### src/rtl/cart_save_upload.sv
// Cartridge save-RAM upload to the HPS: byte reads through ioctl, dirty tracking, upload requests.
// Ports: clk_sys/reset_n; ioctl_* HPS side; mem_* save-RAM side; osd_save, mem_wr_mon, save_size; cart_flags/cart_region (header, CART_SAVE_HDR_EN only).
module cart_save_upload #(
  parameter int ADDR_W     = 18,
  parameter int RD_LATENCY = 2
) (
  input  logic              clk_sys,
  input  logic              reset_n,
  input  logic              ioctl_upload,
  input  logic              ioctl_rd,
  input  logic [24:0]       ioctl_addr,
  output logic [7:0]        ioctl_din,
  output logic              ioctl_wait,
  output logic              upload_req,
  input  logic [ADDR_W:0]   save_size,
  input  logic              osd_save,
  input  logic              mem_wr_mon,
  output logic [ADDR_W-1:0] mem_addr,
  output logic              mem_rd,
  input  logic [7:0]        mem_q,
  input  logic [15:0]       cart_flags,
  input  logic [7:0]        cart_region
);

  typedef enum logic [1:0] {
    IDLE,
    ISSUE,
    WAIT,
    DONE
  } state_t;

  state_t            r_state;
  state_t            w_next;
  logic [2:0]        r_cnt;
  logic [2:0]        w_cnt_next;
  logic [ADDR_W-1:0] r_off;
  logic              r_oor;
  logic              r_upl_d;
  logic              r_dirty;
  logic              r_upload_req;
  logic [7:0]        r_din;

  logic              w_fall;
  logic              w_start;
  logic [24:0]       w_off;
  logic              w_hdr;
  logic              w_hdr_q;
  logic [7:0]        w_hdr_byte;
  logic              w_inrange;

  assign w_fall  = r_upl_d & ~ioctl_upload;
  assign w_start = (r_state == IDLE) & ioctl_rd & ioctl_upload;

`ifdef CART_SAVE_HDR_EN
  logic       r_hdr;
  logic [6:0] r_hidx;

  assign w_hdr   = (ioctl_addr[24:7] == 18'd0);
  assign w_off   = ioctl_addr - 25'd128;
  assign w_hdr_q = r_hdr;

  always_comb begin
    w_hdr_byte = 8'h00;
    unique case (r_hidx)
      7'd0:    w_hdr_byte = 8'h01;
      7'd1:    w_hdr_byte = 8'h41;
      7'd2:    w_hdr_byte = 8'h54;
      7'd3:    w_hdr_byte = 8'h41;
      7'd4:    w_hdr_byte = 8'h52;
      7'd5:    w_hdr_byte = 8'h49;
      7'd53:   w_hdr_byte = cart_flags[15:8];
      7'd54:   w_hdr_byte = cart_flags[7:0];
      7'd57:   w_hdr_byte = cart_region;
      default: w_hdr_byte = 8'h00;
    endcase
  end

  always_ff @(posedge clk_sys) begin
    if (!reset_n) begin
      r_hdr  <= 1'b0;
      r_hidx <= 7'd0;
    end else if (w_start) begin
      r_hdr  <= w_hdr;
      r_hidx <= ioctl_addr[6:0];
    end
  end
`else
  logic w_unused;

  assign w_hdr      = 1'b0;
  assign w_off      = ioctl_addr;
  assign w_hdr_q    = 1'b0;
  assign w_hdr_byte = 8'h00;
  assign w_unused   = ^{cart_flags, cart_region};
`endif

  // In range only if the offset fits the RAM and is below save_size;
  // a high address bit can never alias back into the payload.
  assign w_inrange = ((w_off >> ADDR_W) == 25'd0) &&
                     (w_off[ADDR_W:0] < save_size);

  always_comb begin
    w_next = r_state;
    unique case (r_state)
      IDLE:  if (w_start) w_next = ISSUE;
      ISSUE: w_next = WAIT;
      WAIT:  if (r_cnt <= 3'd1) w_next = DONE;
      DONE:  w_next = IDLE;
      default: w_next = IDLE;
    endcase
    // Upload window closing mid-read aborts the read.
    if (w_fall && r_state != IDLE) w_next = IDLE;
  end

  always_comb begin
    w_cnt_next = 3'd0;
    if (w_next == WAIT) begin
      if (r_state == WAIT) w_cnt_next = r_cnt - 3'd1;
      else                 w_cnt_next = 3'(RD_LATENCY);
    end
  end

  always_ff @(posedge clk_sys) begin
    if (!reset_n) begin
      r_state      <= IDLE;
      r_cnt        <= 3'd0;
      r_off        <= '0;
      r_oor        <= 1'b0;
      r_upl_d      <= 1'b0;
      r_dirty      <= 1'b0;
      r_upload_req <= 1'b0;
      r_din        <= 8'h00;
    end else begin
      r_state      <= w_next;
      r_cnt        <= w_cnt_next;
      r_upl_d      <= ioctl_upload;
      r_upload_req <= osd_save & r_dirty & ~ioctl_upload;
      if (w_start) begin
        r_off <= w_off[ADDR_W-1:0];
        r_oor <= ~w_hdr & ~w_inrange;
      end
      if (r_state == DONE && !w_fall) begin
        if (w_hdr_q)    r_din <= w_hdr_byte;
        else if (r_oor) r_din <= 8'hFF;
        else            r_din <= mem_q;
      end
      // A write in the same cycle as a clear keeps the data dirty.
      if (mem_wr_mon)
        r_dirty <= 1'b1;
      else if (w_fall && r_state == IDLE)
        r_dirty <= 1'b0;
    end
  end

  assign ioctl_din  = r_din;
  assign ioctl_wait = (r_state != IDLE) | (ioctl_rd & ioctl_upload);
  assign upload_req = r_upload_req;
  assign mem_addr   = r_off;
  assign mem_rd     = (r_state == ISSUE) & ~r_oor & ~w_hdr_q;

endmodule

### config.mk
export PLATFORM = sky130hd
export DESIGN_NAME = cart_save_upload
export DESIGN_NICKNAME = d
export VERILOG_FILES = /design/src/rtl/cart_save_upload.sv
export SDC_FILE = /design/constraint.sdc
export NUM_CORES = 1
export LEC_CHECK = 0
export ABC_AREA = 1
export BUFFER_PORTS_ARGS = -buffer_cell sky130_fd_sc_hd__buf_2
export CORE_MARGIN = 4
export CORE_UTILIZATION = 47
export DETAILED_ROUTE_END_ITERATION = 10
export GPL_ROUTABILITY_DRIVEN = 0
export PLACE_DENSITY_LB_ADDON = 0.12
export SKIP_CTS_REPAIR_TIMING = 1
export SLEW_MARGIN = 20
export SYNTH_ARGS = -nofsm -noshare
export SYNTH_HDL_FRONTEND = slang
export SYNTH_SLANG_ARGS = --single-unit
### constraint.sdc
create_clock -name clk_sys -period 2.9 [get_ports clk_sys]
set_clock_uncertainty 0.15 [all_clocks]
set_input_delay 0.58 -clock clk_sys [delete_from_list [all_inputs] [get_ports clk_sys]]
set_output_delay 0.58 -clock clk_sys [all_outputs]
set_load 0.05 [all_outputs]
# After elaboration in Yosys (flattened, before gate mapping)
# Index checks and enable logic that the tools add are counted.
[totals]
regBits = 35
elab_cells = 46
[classes]
addsub = 1
order_cmp = 2
eq_ne = 4
mux = 8
n_bitwise = 11
reduce_logical = 11
[ops]
columns = ["operator", "count"]
rows = [
  ["$logic_not A25 Y1", 1],
  ["$lt A19 B19 Y1", 1],
  ["$mux W2", 4],
  ["$mux W8", 1],
  ["$pmux W2 S4", 1],
  ["$and A1 B1 Y1", 7],
  ["$eq A2 B2 Y1 const B", 3],
  ["$logic_and A1 B1 Y1", 4],
  ["$reduce_bool A2 Y1", 2],
  ["$le A3 B1 Y1 const B", 1],
  ["$not A1 Y1", 3],
  ["$reduce_and A3 Y1", 1],
  ["$sub A3 B1 Y3 const B", 1],
  ["$eq A2 B1 Y1 const B", 1],
  ["$logic_not A2 Y1", 1],
  ["$mux W1", 2],
  ["$reduce_and A2 Y1", 1],
  ["$logic_not A1 Y1", 1],
  ["$or A1 B1 Y1", 1],
]

# Logic depth before layout (Yosys ltp)
# Gate-level depths: netlist (run 1).
[depth]
ltp_word = 8
mapped_depth = 10
ltp_nobuf = 10

# Least setup slack after synthesis (run 1)
# OpenSTA, ideal clock, no wires.
[synth_path]
kind = "reg2out"
startpoint = "register r_state[1]"
endpoint = "output mem_rd"
arrival_time_ns = 1.199
required_ns = 2.170
setup_slack_ns = 0.971
stages_incl_launch_ff = 5
path_cell_list = "dfxtp_1 > inv_1 > ha_1 > inv_1 > nor2_1"
[synth_between]
elab_chain_cells = 2
[synth_rtl]
columns = ["element", "line_no", "source"]
rows = [
  ["start: declaration", "32", "state_t r_state;"],
  ["start signal: assignment", "134", "r_state <= w_next;"],
  ["$eq A2 B1 Y1", "159", "assign mem_rd = (r_state == ISSUE) & ~r_oor & ~w_hdr_q;"],
  ["$and A1 B1 Y1", "159", ""],
  ["end: declaration", "19", "output logic mem_rd,"],
]
# No other way between the ends.

# Worst setup path in the final report (run 1)
[layout_path]
startpoint = "register r_state[0]"
endpoint = "output ioctl_wait"
[layout_between]
elab_chain_cells = 2
[layout_rtl]
columns = ["element", "line_no", "source"]
rows = [
  ["$reduce_bool A2 Y1", "156", "assign ioctl_wait = (r_state != IDLE) | (ioctl_rd & ioctl_upload);"],
  ["$or A1 B1 Y1", "156", ""],
  ["end: declaration", "13", "output logic ioctl_wait,"],
]
# No other way between the ends.

==> impl.org, run 1 <==
** STA
- Normalized max-slew margin :: 57.8%
- Final hold slack :: 0.264 ns
- Setup slack on the critical path of the routed design comes to 0.778 ns.
- Achievable frequency :: 471 MHz
- In the final timing run, aggregate negative setup slack is 0 ns.
- Post-route clock period utilization :: 73.2%
- Hold Fails Final Rpt :: 0
- The number of max-slew violations in the final report came to 0.
- Setup Viol. Count Final :: 0
- Setup repair after global routing left no endpoint under its margin.
- The worst path in the final design needs a cycle of 2.12 ns, including I/O delays and setup.
- Actual slew at the worst max-slew pin :: 0.632 ns

** Placement
- Buffers placed on the I/O ports in this run total 86.
- Summing all placed instances gives a cell area of 2320 sq um.
- Summed over all nets, the half-perimeter wirelength after detailed placement is 3370 um.
- Timing analysis after detailed placement gives a worst setup slack of 0.835 ns.
- Placed Instances :: 383

** Worst hold path
- The path class of the tightest hold or removal check is reg -> reg.

** GRT
- The initial antenna violation count came to 0.
- Wire length of the first global-routing pass :: 7160 um
- Entering global routing, the biggest net connects 21 pins.
- Summed over all layers, the global routing overflow is 0.
- The number of global-route vias before repair came to 1,690.
- Global routing consumed, over all layers together, 17.2% of the routing resources.

** Logic synthesis
- Number of synthesized flops with an enable pin :: 0
- Post-synthesis sequential area ratio :: 37.5%
- Synthesis handed over a netlist of 255 instances.
- Syn_area_per_cell :: 7.33 sq um
- The most used flip-flop cell after synthesis is dfxtp_1.
- During synthesis, Yosys emitted a total of 0 warnings.
- Net Count, Synth :: 361
- In this run, synthesis produced a sequential element count of 35.
- Async S/R FF share, synth :: 0%
- Post-Syn Area :: 1870 sq um
- Yosys mapped the design onto 25 distinct sky130hd cell types.

** CTS
- Clk_lat worst skew :: 0.28 ns
- Sinks on the clock net :: 35
- TritonCTS Buffers :: 5
- TritonCTS built the clock tree.
- In this run the clock root is driven by a clkbuf_8.
- CTS clock-pin slew for the worst setup and hold paths :: 0.07 ns
- The H-tree generated during clock tree synthesis spans 2 levels.
- The longest clock path from root to sink contains 2 buffers.

** Route
- Sum of routed wire length over all layers :: 4220 um
- Violation count after the first detailed-route iteration :: 118
- After detailed routing, the number of remaining DRC violations is 0.
- DR vias/cell :: 4.65
- The detailed router placed 1,820 vias in this run.
- First-pass iteration count of the detailed router :: 6
- Routed length per placed instance :: 10.8 um
- Number of nets with antenna violations after routing :: 0

** Setup path
- CP top delay family :: flip-flops
- Setup slack on the worst reg-to-reg path comes out at 0.84 ns.
- Data arrival time at the worst-slack endpoint :: 1.39 ns
- The endpoint identified for the worst register-to-register timing path is mem_addr[0].
- Crit path required time :: 2.17 ns
- Among all stages on the critical path, the largest delay is contributed by dfxtp_1.
- STA classifies the critical path endpoint as an output port.
- Tracing the worst setup path back leads to its startpoint at r_state[0].
- Cell count along the critical path :: 4
- The signal on the critical path passes through inv_1, ha_1, nand2_1, buf_2.
- For the worst flop-to-flop path, the logic depth is 7.
- In this run the worst path has a maximum fanout of 4.
- The startpoint identified for the worst register-to-register timing path is r_state[0].
- Together, buffers and inverters on the worst path number 2.
- Type of the worst setup path :: reg -> out
- STA classifies the critical path startpoint as a flop.
- Worst setup endpoint :: ioctl_wait
- For this run, the slowest stage of the critical path takes 0.38 ns.

** Cells and area
- Leading cell type in the layout, fill and taps excluded :: buf_2
- In the final design database the tool counted 448 nets.
- In the layout the commonest cells are buf_2, nand2_1, inv_1.
- Non-filler instance count after layout :: 391
- Relative area change from synthesis to final layout :: 28.9%
- Design area :: 2410 sq um
- Utilization after layout :: 64.4%
- Share of cells above drive strength 1 :: 30.0%
- Antenna Cells :: 0

** Power
- P_leak :: 1.36 nW
- Total power :: 1.52 mW
- For this design the ratio of total power to cell area is 631 nW/um^2.
- IR analysis of the VDD net gives a maximum drop of 0.363 mV.

** Floorplanning
- Die width :: 71.1 um
- Height of the die :: 71.1 um
- Effective utilization at floorplan :: 49.9%
- Floorplan die area :: 5050 sq um
- Core Footprint :: 3740 sq um
- Boundary pin count :: 111
- Core Rows :: 22

** Outcome
- The run finished with clean final reports.

** Job
- Max-cap violations in this run came to 0.
==> Yosys cell counts (2+ instances only) <==
cell type   n  area [sq um]
o21ai_0    11          55.1
buf_4       3          22.5
nand2_2     2          12.5
a21oi_1    27           135
nand3_1     8          40.0
nor3_1      8          40.0
dfxtp_1    35           701
nand2_1    59           221
nor2_1     24          90.1
o21ai_2     2          17.5
inv_1      38           143
nor2_2      2          12.5
ha_1       24           300
==> sequential cells by signal, summed over array words and instances (netlist names) <==
name and count:
ioctl_din 8, mem_addr 18, r_cnt 3, r_dirty 1, r_oor 1, r_state 2
r_upl_d 1, upload_req 1
==> worst min path at each step <==
stage / start / to / depth (start not counted)
6_report: r_cnt[0] / r_cnt[0] / 1
3_3_place_gp: r_cnt[0] / r_cnt[0] / 1
2_1_floorplan: r_cnt[0] / r_cnt[0] / 1
4_1_cts: r_cnt[0] / r_cnt[0] / 1
3_5_place_dp: r_cnt[0] / r_cnt[0] / 1
5_1_grt: r_cnt[0] / r_cnt[0] / 1
==> layout make-up <==
type | instances | area [sq um]
Clock buffer | 5 | 68.8
Clock inverter | 3 | 20.0
Fill cell | 368 | 1330
Inverter | 40 | 150
Multi-Input combinational cell | 173 | 972
Sequential cell | 35 | 701
Tap cell | 48 | 60.1
Timing Repair Buffer | 87 | 438
==> worst reg2reg max path, stage by stage, from the launching register on <==
cell and delay [ns]:
dfxtp_1 0.34, inv_1 0.14, ha_1 0.28, nand3_2 0.08, buf_4 0.21, inv_1 0.49, o21ai_0 0.18, a21oi_1 0.13
==> report_power, final <==
group | switching, mW | internal [mW] | leakage, nW | total (mW)
Clock | 0.176 | 0.167 | 0.0402 | 0.343
Combinational | 0.411 | 0.179 | 1.03 | 0.591
Sequential | 0.0408 | 0.547 | 0.285 | 0.588
Total | 0.628 | 0.893 | 1.36 | 1.52
==> logic make-up after synthesis <==
group                      share of synthesized area (%)
xor gates and xnor gates                           0.469
DFF                                                 37.5
and+or+nand+nor                                     23.2
adders and majority gates                           16.1
buffers and inverters                               10.5
AOI/OAI and AO/OA                                   12.3
==> metal layers <==
layer | up-vias | GRT usage [%] | share of wire, %
li1 | 977 | - | -
met1 | 790 | 21.2 | 45
met5 | - | 0 | 0
met3 | 2 | 3.84 | 6.9
met2 | 51 | 30.1 | 48
met4 | 0 | 4.38 | 0.85
Note: power is estimated with default switching activity, not from simulation.
==> run 2, diff against run 1 <==
- CORE_UTILIZATION: 47 -> 43
- clock period: 2.9 -> 2.15 ns (I/O delays scaled with it)
==> impl.org, run 2 (synthesized netlist as in run 1, its figures left out) <==
** Setup path
- STA puts the critical path data arrival time at 1.38 ns.
- STA classifies the critical path startpoint as a flop.
- In this run the worst path has a maximum fanout of 4.
- Type of the worst setup path :: reg -> out
- STA classifies the critical path endpoint as an output port.
- STA puts the critical path data required time at 1.57 ns.

** Floorplanning
- During I/O placement, the number of pins put on the boundary was 111.
- Floorplan die area :: 5470 sq um
- Effective utilization at floorplan :: 45.4%
- Core Footprint :: 4120 sq um
- From bottom edge to top edge, the die measures 73.9 um.
- The die is 73.9 um wide.
- Core Rows :: 23

** STA
- Hold Fails Final Rpt :: 0
- Final period demand of the worst path :: 1.96 ns
- Hold timing on the final database bottoms out at a slack of 0.220 ns.
- In the finished design, the share of the clock period the worst path needs comes to 91.0%.
- Pins Over Slew Limit :: 0
- In the final timing run, aggregate negative setup slack is 0 ns.
- Setup Viol. Count Final :: 0
- Normalized max-slew margin :: 76.8%
- For the pin with the worst max-slew slack, the measured transition is 0.348 ns.
- Setup repair after global routing left no endpoint under its margin.
- Achievable frequency :: 511 MHz

** Worst hold path
- In this run the worst hold path is classified as in -> reg.

** GRT
- Wire length of the first global-routing pass :: 7100 um
- Number of global-route vias before repair :: 1,733
- For this run the aggregate overflow at the end of global routing stands at 0.
- The initial antenna violation count came to 0.
- Across every metal layer, demand over resource in global routing totals 16.6%.
- Maximum number of pins on one net before global-route repair :: 16

** Route
- Routed length per placed instance :: 10.6 um
- Number of nets with antenna violations after routing :: 0
- Overall via count from detail_route :: 1,845
- The routed design has 4200 um of wire.
- DRC violations left :: 0
- DR vias/cell :: 4.66
- First-pass iteration count of the detailed router :: 4
- After the first detailed-routing iteration, the DRC count stood at 68.

** Cells and area
- The library cell used most frequently in the layout, excluding fill and tap cells, is buf_2.
- Number of filler instances in the final layout :: 429
- For this run, the post-layout net count is 451.
- In the final layout, the multi-input gates occupy 972 sq um.
- In the layout the commonest cells are buf_2, nand2_1, inv_1.
- Share of cells above drive strength 1 :: 30.3%
- 0 antenna diodes ended up in the layout.
- Leaving out filler cells and counting taps, the final layout contains 396.
- Sequential cell area :: 701 sq um
- The register with the most flip-flops in the layout has 18 of them.
- Relative area change from synthesis to final layout :: 30.7%

** CTS
- Clock latency on the worst-skew pair, taken at its later pin, is 0.28 ns.
- Number of levels in the clock H-tree :: 2
- The clock drives 35 sinks.
- CTS root buf :: clkbuf_8
- CTS clock-pin slew for the worst setup and hold paths :: 0.07 ns
- Clk buf depth :: 2
- Clock tree synthesis inserted a total of 5 buffers.
- CTS tree :: built

** Power
- Power per cell area :: 849 nW/um^2
- IR analysis of the VDD net gives a maximum drop of 0.485 mV.
- P_leak :: 1.38 nW

** Placement
- Sum of net half-perimeters after detailed placement :: 3380 um
- Placed Instances :: 388
- Count of input and output buffers :: 86

** Job
- Max_cap viols :: 0

** Outcome
- Run status :: complete, no violations
[run 2: cell count changes in the layout (fill, tap and decap cells not counted)]
| cell | delta |
|---|---|
| buf_12 | +1 |
| buf_4 | +2 |
| clkbuf_1 | +1 |
| clkinvlp_4 | -1 |
[run 2: layout make-up]
type	instances	area share, %
Clock buffer	6	2.97
Timing Repair Buffer	90	19.4
Inverter	40	6.14
Clock inverter	2	0.512
Tap cell	50	2.56
Sequential cell	35	28.7
Multi-Input combinational cell	173	39.8
[run 2: per-stage QoR]
stage	worst slack [ns]	utilization (%)	area, sq um	total power, mW
floorplan	0.371	-	1870	1.42
global placement	0.394	57.3	2360	1.62
detailed placement	0.371	57.3	2360	1.63
CTS	0.170	59.4	2440	2.11
global route	0.0686	59.4	2440	2.24
finish	0.193	59.4	2440	2.07
[run 2: final timing paths]
path / start / end / slack (ns) / depth (start not counted)
setup / recovery: r_state[0] / ioctl_wait / 0.19 / 4
setup reg to reg: r_state[0] / mem_addr[0] / 0.36 / 7
hold reg to reg: r_cnt[0] / r_cnt[0] / 0.27 / 1
hold / removal: mem_q[1] / ioctl_din[1] / 0.22 / 3
[run 2: layer usage]
metal  part of all wire [%]  track usage, %
met1                     45            19.8
met2                     45            28.6
met3                    8.4            3.51
met4                    1.2            7.44
met5                      0               0
[run 2: critical path, stage by stage, from the launching register on]
cell and delay, ns:
dfxtp_1 0.38, inv_1 0.10, ha_1 0.27, nand2_1 0.08, buf_2 0.25
[run 2: power by group]
group	leakage [nW]	internal, mW	switching [mW]
Combinational	1.05	0.262	0.558
Clock	0.0412	0.226	0.239
Sequential	0.285	0.738	0.0518
==> run 3, diff against run 2 <==
--- a/config.mk
+++ b/config.mk
@@ -10,4 +10,5 @@
 export CORE_MARGIN = 4
 export CORE_UTILIZATION = 43
+export CTS_CLUSTER_DIAMETER = 100
 export DETAILED_ROUTE_END_ITERATION = 10
 export GPL_ROUTABILITY_DRIVEN = 0
==> constraint.sdc (replaced) <==
create_clock -name clk_sys -period 2.15 [get_ports clk_sys]
set_clock_uncertainty 0.15 [all_clocks]
set_input_delay 0.215 -clock clk_sys [delete_from_list [all_inputs] [get_ports clk_sys]]
set_output_delay 0.215 -clock clk_sys [all_outputs]
set_load 0.05 [all_outputs]
==> impl.org, run 3 (synthesized netlist as in run 1, its figures left out) <==
** CTS
- CTS built an H-tree with a depth of 2.
- CTS clock-pin slew for the worst setup and hold paths :: 0.07 ns
- CTS root buf :: clkbuf_8
- No sink is reached through more buffers than the 2 on the longest clock path.
- Clk_lat worst skew :: 0.29 ns
- CTS tree :: built
- TritonCTS Buffers :: 5
- Sinks on the clock net :: 35

** Cells and area
- 0 antenna diodes ended up in the layout.
- Once layout is done, the placed cells without fillers occupy 2480 sq um.
- Leading cell type in the layout, fill and taps excluded :: buf_2
- For this run, the post-layout net count is 451.
- Share of cells above drive strength 1 :: 30.6%
- Summing all flip-flop and latch instances after layout gives 701 sq um.
- Counting the fill cells in the layout gives 398.
- Leading cell types in the layout, fill and taps excluded :: buf_2, nand2_1, inv_1
- Relative area change from synthesis to final layout :: 32.5%
- Number of flip-flops under the largest register name :: 18
- The multi-input combinational cells in the finished layout cover a total of 972 sq um.

** Placement
- Post-placement cell area :: 2360 sq um
- Detailed placement finished with a half-perimeter wire length of 3510 um.
- Input and output buffers added on the ports amount to 86.
- Worst slack at placement :: 0.402 ns

** Route
- DR vias/cell :: 4.71
- The first routing iteration left 73 violations.
- The routed design has 4610 um of wire.
- Overall via count from detail_route :: 1,864
- Once detail routing completed, the nets flagged for antenna violations numbered 0.
- For this run, design rule violations remaining after detail routing come to 0.
- First-pass iteration count of the detailed router :: 5
- After detailed routing, the average wire length per cell comes to 11.6 um.

** GRT
- Overall fraction of global-route tracks in use :: 18.0%
- Total overflow reported by the global router :: 0
- The number of global-route vias before repair is 1,759.
- Wire length of the first global-routing pass :: 7560 um
- Antenna violations before repair :: 0
- Entering global routing, the biggest net connects 20 pins.

** STA
- The hold violation count in the final report was 0.
- Setup repair after global routing left no endpoint under its margin.
- After routing, the total negative slack on setup checks comes to 0 ns.
- Setup Viol. Count Final :: 0
- At the pin with the least slew margin, the transition time is 0.359 ns.
- Across all setup checks in the final design, the least slack found is 0.369 ns.
- The final critical path takes up 82.8% of the cycle.
- Across all hold checks on the routed design, the worst slack comes to 0.00144 ns.
- Timing would allow up to 561 MHz.
- Normalized max-slew margin :: 76.0%
- The number of max-slew violations in the final report was 0.
- For the finished layout, the period the worst path requires is 1.78 ns.

** Outcome
- Run status :: complete, no violations

** Power
- Total power :: 2.24 mW
- VDD sags by at most 0.386 mV.
- For this design the ratio of total power to cell area is 905 nW/um^2.
- Summed over all cells, the static leakage comes to 1.40 nW.

** Setup path
- Data arrival time at the worst-slack endpoint :: 1.42 ns
- Type of the worst setup path :: reg -> out
- In this run the worst path has a maximum fanout of 4.
- Kind of end point of the critical path :: output port
- STA classifies the critical path startpoint as a flop.
- STA puts the critical path data required time at 1.78 ns.

** Job
- The tool flagged a number of max-cap violations equal to 0.

** Floorplanning
- In this run the standard cell core region covers 4120 sq um.
- The floorplan step set the die width to 73.9 um.
- Core Rows :: 23
- For this design the top-level I/O count stands at 111.
- The die is 73.9 um tall.
- The die covers 5470 sq um.
- Effective utilization at floorplan :: 45.4%

** Worst hold path
- Worst hold path type :: in -> reg
[run 3: cell types whose count changed in the layout (fill, tap and decap cells not counted), sizes merged]
cell | previous run | this run
clkinvlp | 1 | 0
bufinv | 0 | 1
[run 3: stage by stage]
| stage | cells | util [%] |
|---|---|---|
| 6_report | 396 | 60.2 |
| 4_1_cts | 396 | 60.2 |
| 3_5_place_dp | 388 | 57.3 |
| 2_1_floorplan | 255 | - |
| 5_1_grt | 396 | 60.2 |
| 3_3_place_gp | 388 | 57.3 |
[run 3: critical path, stage by stage (launching register included)]
cell     delay (ns)
dfxtp_1        0.38
inv_1          0.11
ha_1           0.28
nand2_1        0.10
buf_2          0.26
[run 3: layout make-up]
class / count / share of cell area (%)
sequential: 35 / 28.3
clock buffer: 6 / 3.34
clock inverter: 2 / 1.41
timing repair buffer: 90 / 19.1
multi-input combinational: 173 / 39.3
inverter: 40 / 6.06
tap: 50 / 2.53
[run 3: layer usage]
layer | vias to the layer above | global-route usage (%) | routed length, um
met4 | 0 | 8.25 | 71
met5 | - | 0 | 0
met1 | 808 | 21.0 | 1970
met3 | 7 | 4.46 | 386
li1 | 986 | - | -
met2 | 63 | 30.8 | 2180
[run 3: path summary, 6_finish.rpt]
path / slack [ns] / cells past startpoint / end / start
setup / recovery: 0.37 / 4 / ioctl_wait / r_state[0]
hold / removal: 0.001 / 3 / ioctl_din[1] / mem_q[1]
setup reg to reg: 0.38 / 8 / r_cnt[0] / r_state[0]
hold reg to reg: 0.26 / 1 / r_cnt[0] / r_cnt[0]
[run 3: power breakdown]
group	switching (mW)	internal, mW
Clock	0.243	0.375
Sequential	0.0548	0.738
Combinational	0.571	0.259
Total	0.869	1.37
